### src/rtl/imem_stream_loader.sv
// Boot loader: assembles a framed little-endian byte stream into words, writes them through
// the imem preload port, optionally verifies an XOR checksum, then releases the CPU PC.
module imem_stream_loader #(
    parameter int XLEN        = 32,
    parameter int ADDR_W      = 9,
    parameter int BASE_ADDR   = 0,
    parameter int CHECKSUM_EN = 1
) (
    input  logic              clk,
    input  logic              reset,
    input  logic              start,
    input  logic              s_valid,
    input  logic [7:0]        s_data,
    output logic              s_ready,
    output logic              we0,
    output logic [ADDR_W-1:0] wr_addr0,
    output logic [XLEN-1:0]   wr_din0,
    output logic              resetpc,
    output logic              busy,
    output logic              done,
    output logic [1:0]        err
);

    localparam int BPW  = XLEN / 8;
    localparam int CAP  = ((1 << ADDR_W) - BASE_ADDR) / BPW;
    localparam int BI_W = (BPW > 1) ? $clog2(BPW) : 1;

    localparam logic [BI_W-1:0]   LAST_BYTE = BI_W'(BPW - 1);
    localparam logic [ADDR_W-1:0] BASE_A    = ADDR_W'(BASE_ADDR);
    localparam logic [ADDR_W-1:0] BPW_A     = ADDR_W'(BPW);
    localparam logic [16:0]       CAP_L     = 17'(CAP);

    localparam logic [1:0] ERR_NONE = 2'd0;
    localparam logic [1:0] ERR_LEN  = 2'd1;
    localparam logic [1:0] ERR_CHK  = 2'd2;

    typedef enum logic [2:0] {
        S_IDLE, S_LEN0, S_LEN1, S_DATA, S_WRITE, S_CHK, S_RUN, S_ERR
    } state_t;

    state_t            state_q, state_d;
    logic [15:0]       len_q, len_d;
    logic [15:0]       k_q, k_d;
    logic [BI_W-1:0]   bidx_q, bidx_d;
    logic [XLEN-1:0]   word_q, word_d;
    logic [7:0]        acc_q, acc_d;
    logic [ADDR_W-1:0] waddr_q, waddr_d;
    logic [ADDR_W-1:0] addr_q, addr_d;
    logic [XLEN-1:0]   din_q, din_d;
    logic [1:0]        err_q, err_d;
    logic              done_q, done_d;

    logic        xfer;
    logic [15:0] len_full;
    state_t      after_data;

    assign xfer       = s_valid & s_ready;
    assign len_full   = {s_data, len_q[7:0]};
    assign after_data = (CHECKSUM_EN != 0) ? S_CHK : S_RUN;

    // NOTE: every always_comb output gets its default before the case; a path that leaves
    // one unassigned would infer a latch.
    always_comb begin
        state_d = state_q;
        len_d   = len_q;
        k_d     = k_q;
        bidx_d  = bidx_q;
        word_d  = word_q;
        acc_d   = acc_q;
        waddr_d = waddr_q;
        addr_d  = addr_q;
        din_d   = din_q;
        err_d   = err_q;
        done_d  = 1'b0;
        s_ready = 1'b0;

        case (state_q)
            S_IDLE, S_RUN, S_ERR: begin
                if (start) begin
                    state_d = S_LEN0;
                    err_d   = ERR_NONE;
                    k_d     = '0;
                    bidx_d  = '0;
                    acc_d   = '0;
                    waddr_d = BASE_A;
                end
            end
            S_LEN0: begin
                s_ready = 1'b1;
                if (xfer) begin
                    len_d[7:0] = s_data;
                    state_d    = S_LEN1;
                end
            end
            S_LEN1: begin
                s_ready = 1'b1;
                if (xfer) begin
                    len_d[15:8] = s_data;
                    if ({1'b0, len_full} > CAP_L) begin
                        state_d = S_ERR;
                        err_d   = ERR_LEN;
                    end else if (len_full == 16'd0) begin
                        state_d = after_data;
                    end else begin
                        state_d = S_DATA;
                    end
                end
            end
            S_DATA: begin
                s_ready = 1'b1;
                if (xfer) begin
                    word_d[8*int'(bidx_q) +: 8] = s_data;
                    acc_d = acc_q ^ s_data;
                    if (bidx_q == LAST_BYTE) begin
                        // Latch the completed word and its address so they hold after WRITE.
                        bidx_d  = '0;
                        addr_d  = waddr_q;
                        din_d   = word_d;
                        state_d = S_WRITE;
                    end else begin
                        bidx_d = bidx_q + 1'b1;
                    end
                end
            end
            S_WRITE: begin
                waddr_d = waddr_q + BPW_A;
                if (k_q == len_q - 16'd1) begin
                    state_d = after_data;
                end else begin
                    k_d     = k_q + 16'd1;
                    state_d = S_DATA;
                end
            end
            S_CHK: begin
                s_ready = 1'b1;
                if (xfer) begin
                    if (s_data == acc_q) begin
                        state_d = S_RUN;
                    end else begin
                        state_d = S_ERR;
                        err_d   = ERR_CHK;
                    end
                end
            end
            default: state_d = S_IDLE;
        endcase

        if (state_d == S_RUN && state_q != S_RUN) done_d = 1'b1;
    end

    // NOTE: sequential state uses non-blocking assignments so every register samples
    // pre-edge values regardless of statement order.
    always_ff @(posedge clk or negedge reset) begin
        if (!reset) begin
            state_q <= S_IDLE;
            len_q   <= '0;
            k_q     <= '0;
            bidx_q  <= '0;
            word_q  <= '0;
            acc_q   <= '0;
            waddr_q <= BASE_A;
            addr_q  <= '0;
            din_q   <= '0;
            err_q   <= ERR_NONE;
            done_q  <= 1'b0;
        end else begin
            state_q <= state_d;
            len_q   <= len_d;
            k_q     <= k_d;
            bidx_q  <= bidx_d;
            word_q  <= word_d;
            acc_q   <= acc_d;
            waddr_q <= waddr_d;
            addr_q  <= addr_d;
            din_q   <= din_d;
            err_q   <= err_d;
            done_q  <= done_d;
        end
    end

    assign we0      = (state_q == S_WRITE);
    assign resetpc  = (state_q == S_RUN);
    assign busy     = (state_q == S_LEN0) || (state_q == S_LEN1) || (state_q == S_DATA) ||
                      (state_q == S_WRITE) || (state_q == S_CHK);
    assign done     = done_q;
    assign err      = err_q;
    assign wr_addr0 = addr_q;
    assign wr_din0  = din_q;

endmodule

### config.mk
export PLATFORM = sky130hd
export DESIGN_NAME = imem_stream_loader
export DESIGN_NICKNAME = d
export VERILOG_FILES = /design/src/rtl/imem_stream_loader.sv
export SDC_FILE = /design/constraint.sdc
export NUM_CORES = 1
export LEC_CHECK = 0
export ABC_CLOCK_PERIOD_IN_PS = 2700
export BUFFER_PORTS_ARGS = -buffer_cell sky130_fd_sc_hd__buf_2
export CAP_MARGIN = 20
export CORE_UTILIZATION = 50
export CTS_CLUSTER_SIZE = 24
export DETAILED_ROUTE_END_ITERATION = 7
export PLACE_DENSITY_LB_ADDON = 0.12
export SYNTH_ARGS = -nofsm -noshare
export SYNTH_HDL_FRONTEND = slang
export SYNTH_SLANG_ARGS = --single-unit
### constraint.sdc
create_clock -name clk -period 2.7 [get_ports clk]
set_input_delay 0.135 -clock clk [delete_from_list [all_inputs] [get_ports clk]]
set_output_delay 0.135 -clock clk [all_outputs]
set_load 0.05 [all_outputs]
* Word level (Yosys, flattened, before mapping) *
Index checks and enable logic that the tools add are counted.

operators by class
  add/sub/neg operators = 5
  $lt $le $gt $ge = 1
  equality and inequality tests = 19
  shifts and indexed selects = 2
  multiplexer cells = 31
  bitwise operators = 2
  reductions and logical operators = 20

operators with widths
  kind                                                   number
  negation 5 -> 33 bit                                   1
  variable shift 8 x 33 -> 32 bit, first input constant  1
  indexed part select 8 x 33 -> 32 bit                   1
  bitwise mux 32 bit                                     1
  2-to-1 mux 16 bit                                      2
  one-hot mux 16 bit (2 select lines)                    1
  2-to-1 mux 3 bit                                       9
  one-hot mux 3 bit (6 select lines)                     1
  one-hot mux 9 bit (2 select lines)                     1
  adder 16 x 1 -> 16 bit, second input constant          1
  equality test 16 bit                                   1
  > comparator 16 x 8 -> 1 bit, second input constant    1
  zero test 16 bit                                       1
  2-to-1 mux 8 bit                                       2
  one-hot mux 8 bit (2 select lines)                     1
  subtractor 16 x 1 -> 16 bit, second input constant     1
  equality test 3 bit, second input constant             5
  2-to-1 mux 2 bit                                       7
  != test 2 bit, second input constant                   7
  adder 9 x 3 -> 9 bit, second input constant            1
  2-to-1 mux 9 bit                                       1
  AND reduction 3 bit                                    3
  equality test 8 bit                                    1
  AND reduction 2 bit                                    4
  18 further kinds                                       25

storage, ports and cells
  register bits = 130
  input bits = 12
  output and inout bits = 48
  word-level logic and storage cells = 92

* Longest topological paths before layout *
  depth after elaboration = 9
  mapped depth = 12
  depth with buffers taken out = 9

* Worst setup path before layout *
Ideal clock, no wire load.

  path kind = flip-flop to flip-flop
  start = register len_q[0]
  end = register state_q[1]
  data arrival time = 2.861 ns
  data required time = 2.576 ns
  setup slack = -0.285 ns
  stages on the path, launching flop included = 12
  path buffers = 2
  period minus slack after synthesis = 2.985 ns
  cells stage by stage = dfrtp_1 inv_1 ha_1 or4b_4 buf_6 o31a_1 nor4b_1 o32ai_2 a2111oi_2 buf_4 nor2_1 or2_1

on the way
  word-level cells in the longest chain between the ends = 5
  elaborated cells on any way between the ends = 9
  classes of those cells = add/sub: 1; order compare: 1; eq/ne: 1; mux: 5; reduce/logical: 1

RTL lines
  element                                                                              line  text
  start, declared                                                                      42    logic [15:0] len_q, len_d;
  start signal, assigned                                                               168   len_q <= len_d;
  parallel branches: the longest is 4 deep, another holds subtractor 16 x 1 -> 16 bit  --
  one-hot mux 3 bit (6 select lines) *                                                 77    case (state_q)
  net state_d[1]                                                                       41    state_t state_q, state_d;
  end signal, assigned                                                                 167   state_q <= state_d;
  end, declared                                                                        41

Mark *: on every way through the listed nets, which the timed path passes.
A chain may end at the register's enable or synchronous reset.

* Worst setup path in the final report *
  start = register len_q[0]
  end = register k_q[15]

on the way
  word-level cells in the longest chain between the ends = 4

RTL lines
  element                        line  text
  subtractor 16 x 1 -> 16 bit    127   if (k_q == len_q - 16'd1) begin
  equality test 16 bit           127
  != test 2 bit (no line)        --
  AND reduction 3 bit (no line)  --
  end signal, assigned           169   k_q <= k_d;
  end, declared                  43    logic [15:0] k_q, k_d;

No other way between the ends.

==> out/metrics.cfg <==
[worst_setup_path]
worstPathMaxFanout = 6
r2r-start = len_q[0]
crit_path_end_kind = register
cp.required_ps = 3050
crit_path_start_kind = register
arrival_ps = 3180
startpoint = len_q[0]
setup.worst_path.class = reg2reg

[final_layout]
n_antenna_cell = 0
num-fill-cells = 1080
layout_common_cells = dfrtp_1 (126), nand2_1 (93), o21ai_0 (70)
final_common_cell = dfrtp_1
layout-drive-gt1-share_pct = 24.02
syn2layout_area_growth_pct = 22.13
layout.nets = 774
final-instance-count-excl-fill = 938
utilization_pct = 62.55

[cts]
cts_sinks = 126
insertion_delay_ps = 420
cts.path.max_buffers = 2
root_buffer = clkbuf_16
cts.clk_slew.worst_paths_ps = 60
numCtsBuffers = 17
h-tree-depth = 4
cts_tree = done

[floorplanning]
die_w_um = 115.7
dieArea_um2 = 13390
rows = 41
die_h_um = 115.7
io_pins = 60
initial_core_util_pct = 51.22
core_um2 = 12620

[power_and_ir_drop]
leakagePower_nw = 3.646
pwr-share-seq_pct = 33.3
vdd_drop_max_mv = 0.6811
p_per_area_nw_per_um2 = 1092
combPwrFrac_pct = 39.6
switchingPower_mw = 3.339
power.total_mw = 8.622
internal_power_mw = 5.283
power_frac_clock_pct = 27.1
p_sw_share_pct = 38.73

[yosys]
synth_mux_area_share_pct = 4.104
synth.avg_cell_area_um2 = 9.647
synth_edf_count = 0
synth_top_flop_cell = dfrtp_1
syn-instance-count = 670
async_flop_share_pct = 100.0
synth_cell_types = 57
synthAdderAreaFrac_pct = 1.742
yosys_warnings = 0
synth-xor-area-share_pct = 3.523
synth_compound_area_share_pct = 18.08
synth_top_family_by_area = simple AND/OR/NAND/NOR gates
synth_area_um2 = 6464
ys_seq_area_share_pct = 48.78
synthSimpleGateAreaFrac_pct = 19.63
synthTopCellsByArea = dfrtp_1 (49%), o21ai_0 (5.5%), nand2_1 (5.4%), a22o_1 (4.3%), nor2b_1 (3.7%)
synth_top_area_share_pct = 48.78
ys_ff_latch = 126
synth_top_area_cell = dfrtp_1

[sta]
setup_ws_ps = -134.8
setup_viol = 13
rsz0062_at_grt = yes
hold_viol_final = 0
fmax_mhz = 352.8
period_needed_ps = 2835
slew_viol_final = 0
fin_hold_ws_ps = 62.50
relSlewSlack_pct = 61.21
worst_pin_slew_ps = 581.8
period_share_pct = 105.0
skew_ps = 7.714

[route]
drc = 0
viasPerCell = 5.767
antenna_left = 0
vias = 5409
drt_wl_total_mm = 15.79
drtIter0Drc = 435
wire_per_inst_um = 16.83
drt_pass1_iterations = 6

[place]
place_ws_ps = -234.3
dp_cells = 896
place.gp.congestion = 0.9084
dp_hpwl_mm = 10.20
io_buffers = 57

[run]
max_cap_violations = 0

[hold_path]
hp-start = start
holdCritPathClass = in2reg

[global_routing]
grt_pass1_vias = 5000
antenna_found_initial = 0
grt_max_degree = 90
grt-ovfl-total = 0
grt_pass1_wl_mm = 25.63
gr-usage-all-layers_pct = 25.14

[run_status]
status = finished, violations left
violations = setup timing

cells by family (layout without fill, tap and decap cells):
family,Yosys count,in the layout
simple gates,242,242
compound gates,187,187
flops,126,126
buf+inv,55,150
xor+xnor,26,26
mux,24,24
fa+ha+maj,9,9
other cells,1,2
worst max-delay path, cell delays in order (launching register included):
cell and delay [ps]:
dfrtp_1 380, inv_2 80, ha_4 130, or4b_4 500, buf_4 170, buf_4 130, a21boi_0 250, a221oi_2 130
o32ai_4 130, a2111oi_4 60, buf_4 170, or4_4 480, a21oi_2 140
power groups by stage:
stage / logic [mW] / registers (mW) / clock network (mW)
2_1_floorplan: 1.94 / 3.25 / 0
6_report: 3.42 / 2.87 / 2.33
4_1_cts: 3.35 / 2.86 / 2.38
5_1_grt: 3.73 / 2.94 / 2.46
3_5_place_dp: 3.28 / 2.88 / 0
3_3_place_gp: 3.20 / 2.87 / 0
cell type report:
cell class | count | area [um2] | share of cell area (%)
well taps | 172 | 215.2 | 2.726
multi-input cells | 490 | 3176 | 40.23
flip-flops and latches | 126 | 3153 | 39.94
inverters | 9 | 33.78 | 0.4280
clock buffers | 19 | 442.9 | 5.611
clock inverters | 13 | 165.2 | 2.092
repair buffers | 109 | 708.2 | 8.971
repair_timing:
action                     4_1_cts  5_1_grt
setup buffers                    8        1
hold buffers                     1        0
pin swaps                       13        4
resized for setup                7       12
setup endpoints to repair       16       18
hold endpoints to repair        37        0
cells in the mapped netlist, types with 2 or more instances:
cell type  number
a21oi_1        44
a22o_1         32
a31oi_1         7
and2_1          6
and3_1          9
and4_1          2
buf_4           3
buf_6           6
clkbuf_1       35
dfrtp_1       126
ha_1            9
inv_1           9
mux2_2         20
mux2i_1         4
nand2_1        93
nand2b_1        6
nand3_1         9
nand4_1         8
nor2_1         20
nor2b_1        38
nor3_1          8
nor4_1          9
nor4b_1         4
o211ai_1        4
o21ai_0        71
o21ai_1         7
o22a_1          2
o31a_1          4
o31ai_1         5
or2_2           2
or3_1           7
or4_1          12
xnor2_1        12
xor2_1         14
path summary, 6_finish.rpt:
check	endpoint	slack (ps)	depth (start not counted)
max	k_q[15]	-130	12
min	state_q[0]	60	2
max reg2reg	k_q[15]	-130	12
min reg2reg	wr_din0[27]	470	2
max in group asynchronous	word_q[13]	1640	3
min in group asynchronous	k_q[2]	230	2
through the flow:
| step | TNS, ps | cell area, um2 |
|---|---|---|
| 3_3_place_gp | -774.0 | 7104 |
| 6_report | -1113 | 7894 |
| 2_1_floorplan | -1170 | 6486 |
| 4_1_cts | -1777 | 7815 |
| 5_1_grt | -3386 | 7894 |
| 3_5_place_dp | -1563 | 7104 |
state kept, by name, indices dropped and copies added, names as in the netlist:
| register | cells |
|---|---|
| k_q | 16 |
| word_q | 32 |
| bidx_q | 2 |
| err | 2 |
| waddr_q | 7 |
| wr_din0 | 32 |
| state_q | 3 |
| done | 1 |
| wr_addr0 | 7 |
| len_q | 16 |
| acc_q | 8 |
metal layers:
metal	GRT usage, %	vias to the layer above	part of all wire, %
li1	-	2568	-
met2	38.36	142	46
met1	35.32	2666	48
met3	5.649	33	4.3
met5	0	-	0
met4	8.974	0	1.6
Note: power is estimated with default switching activity, not from simulation.
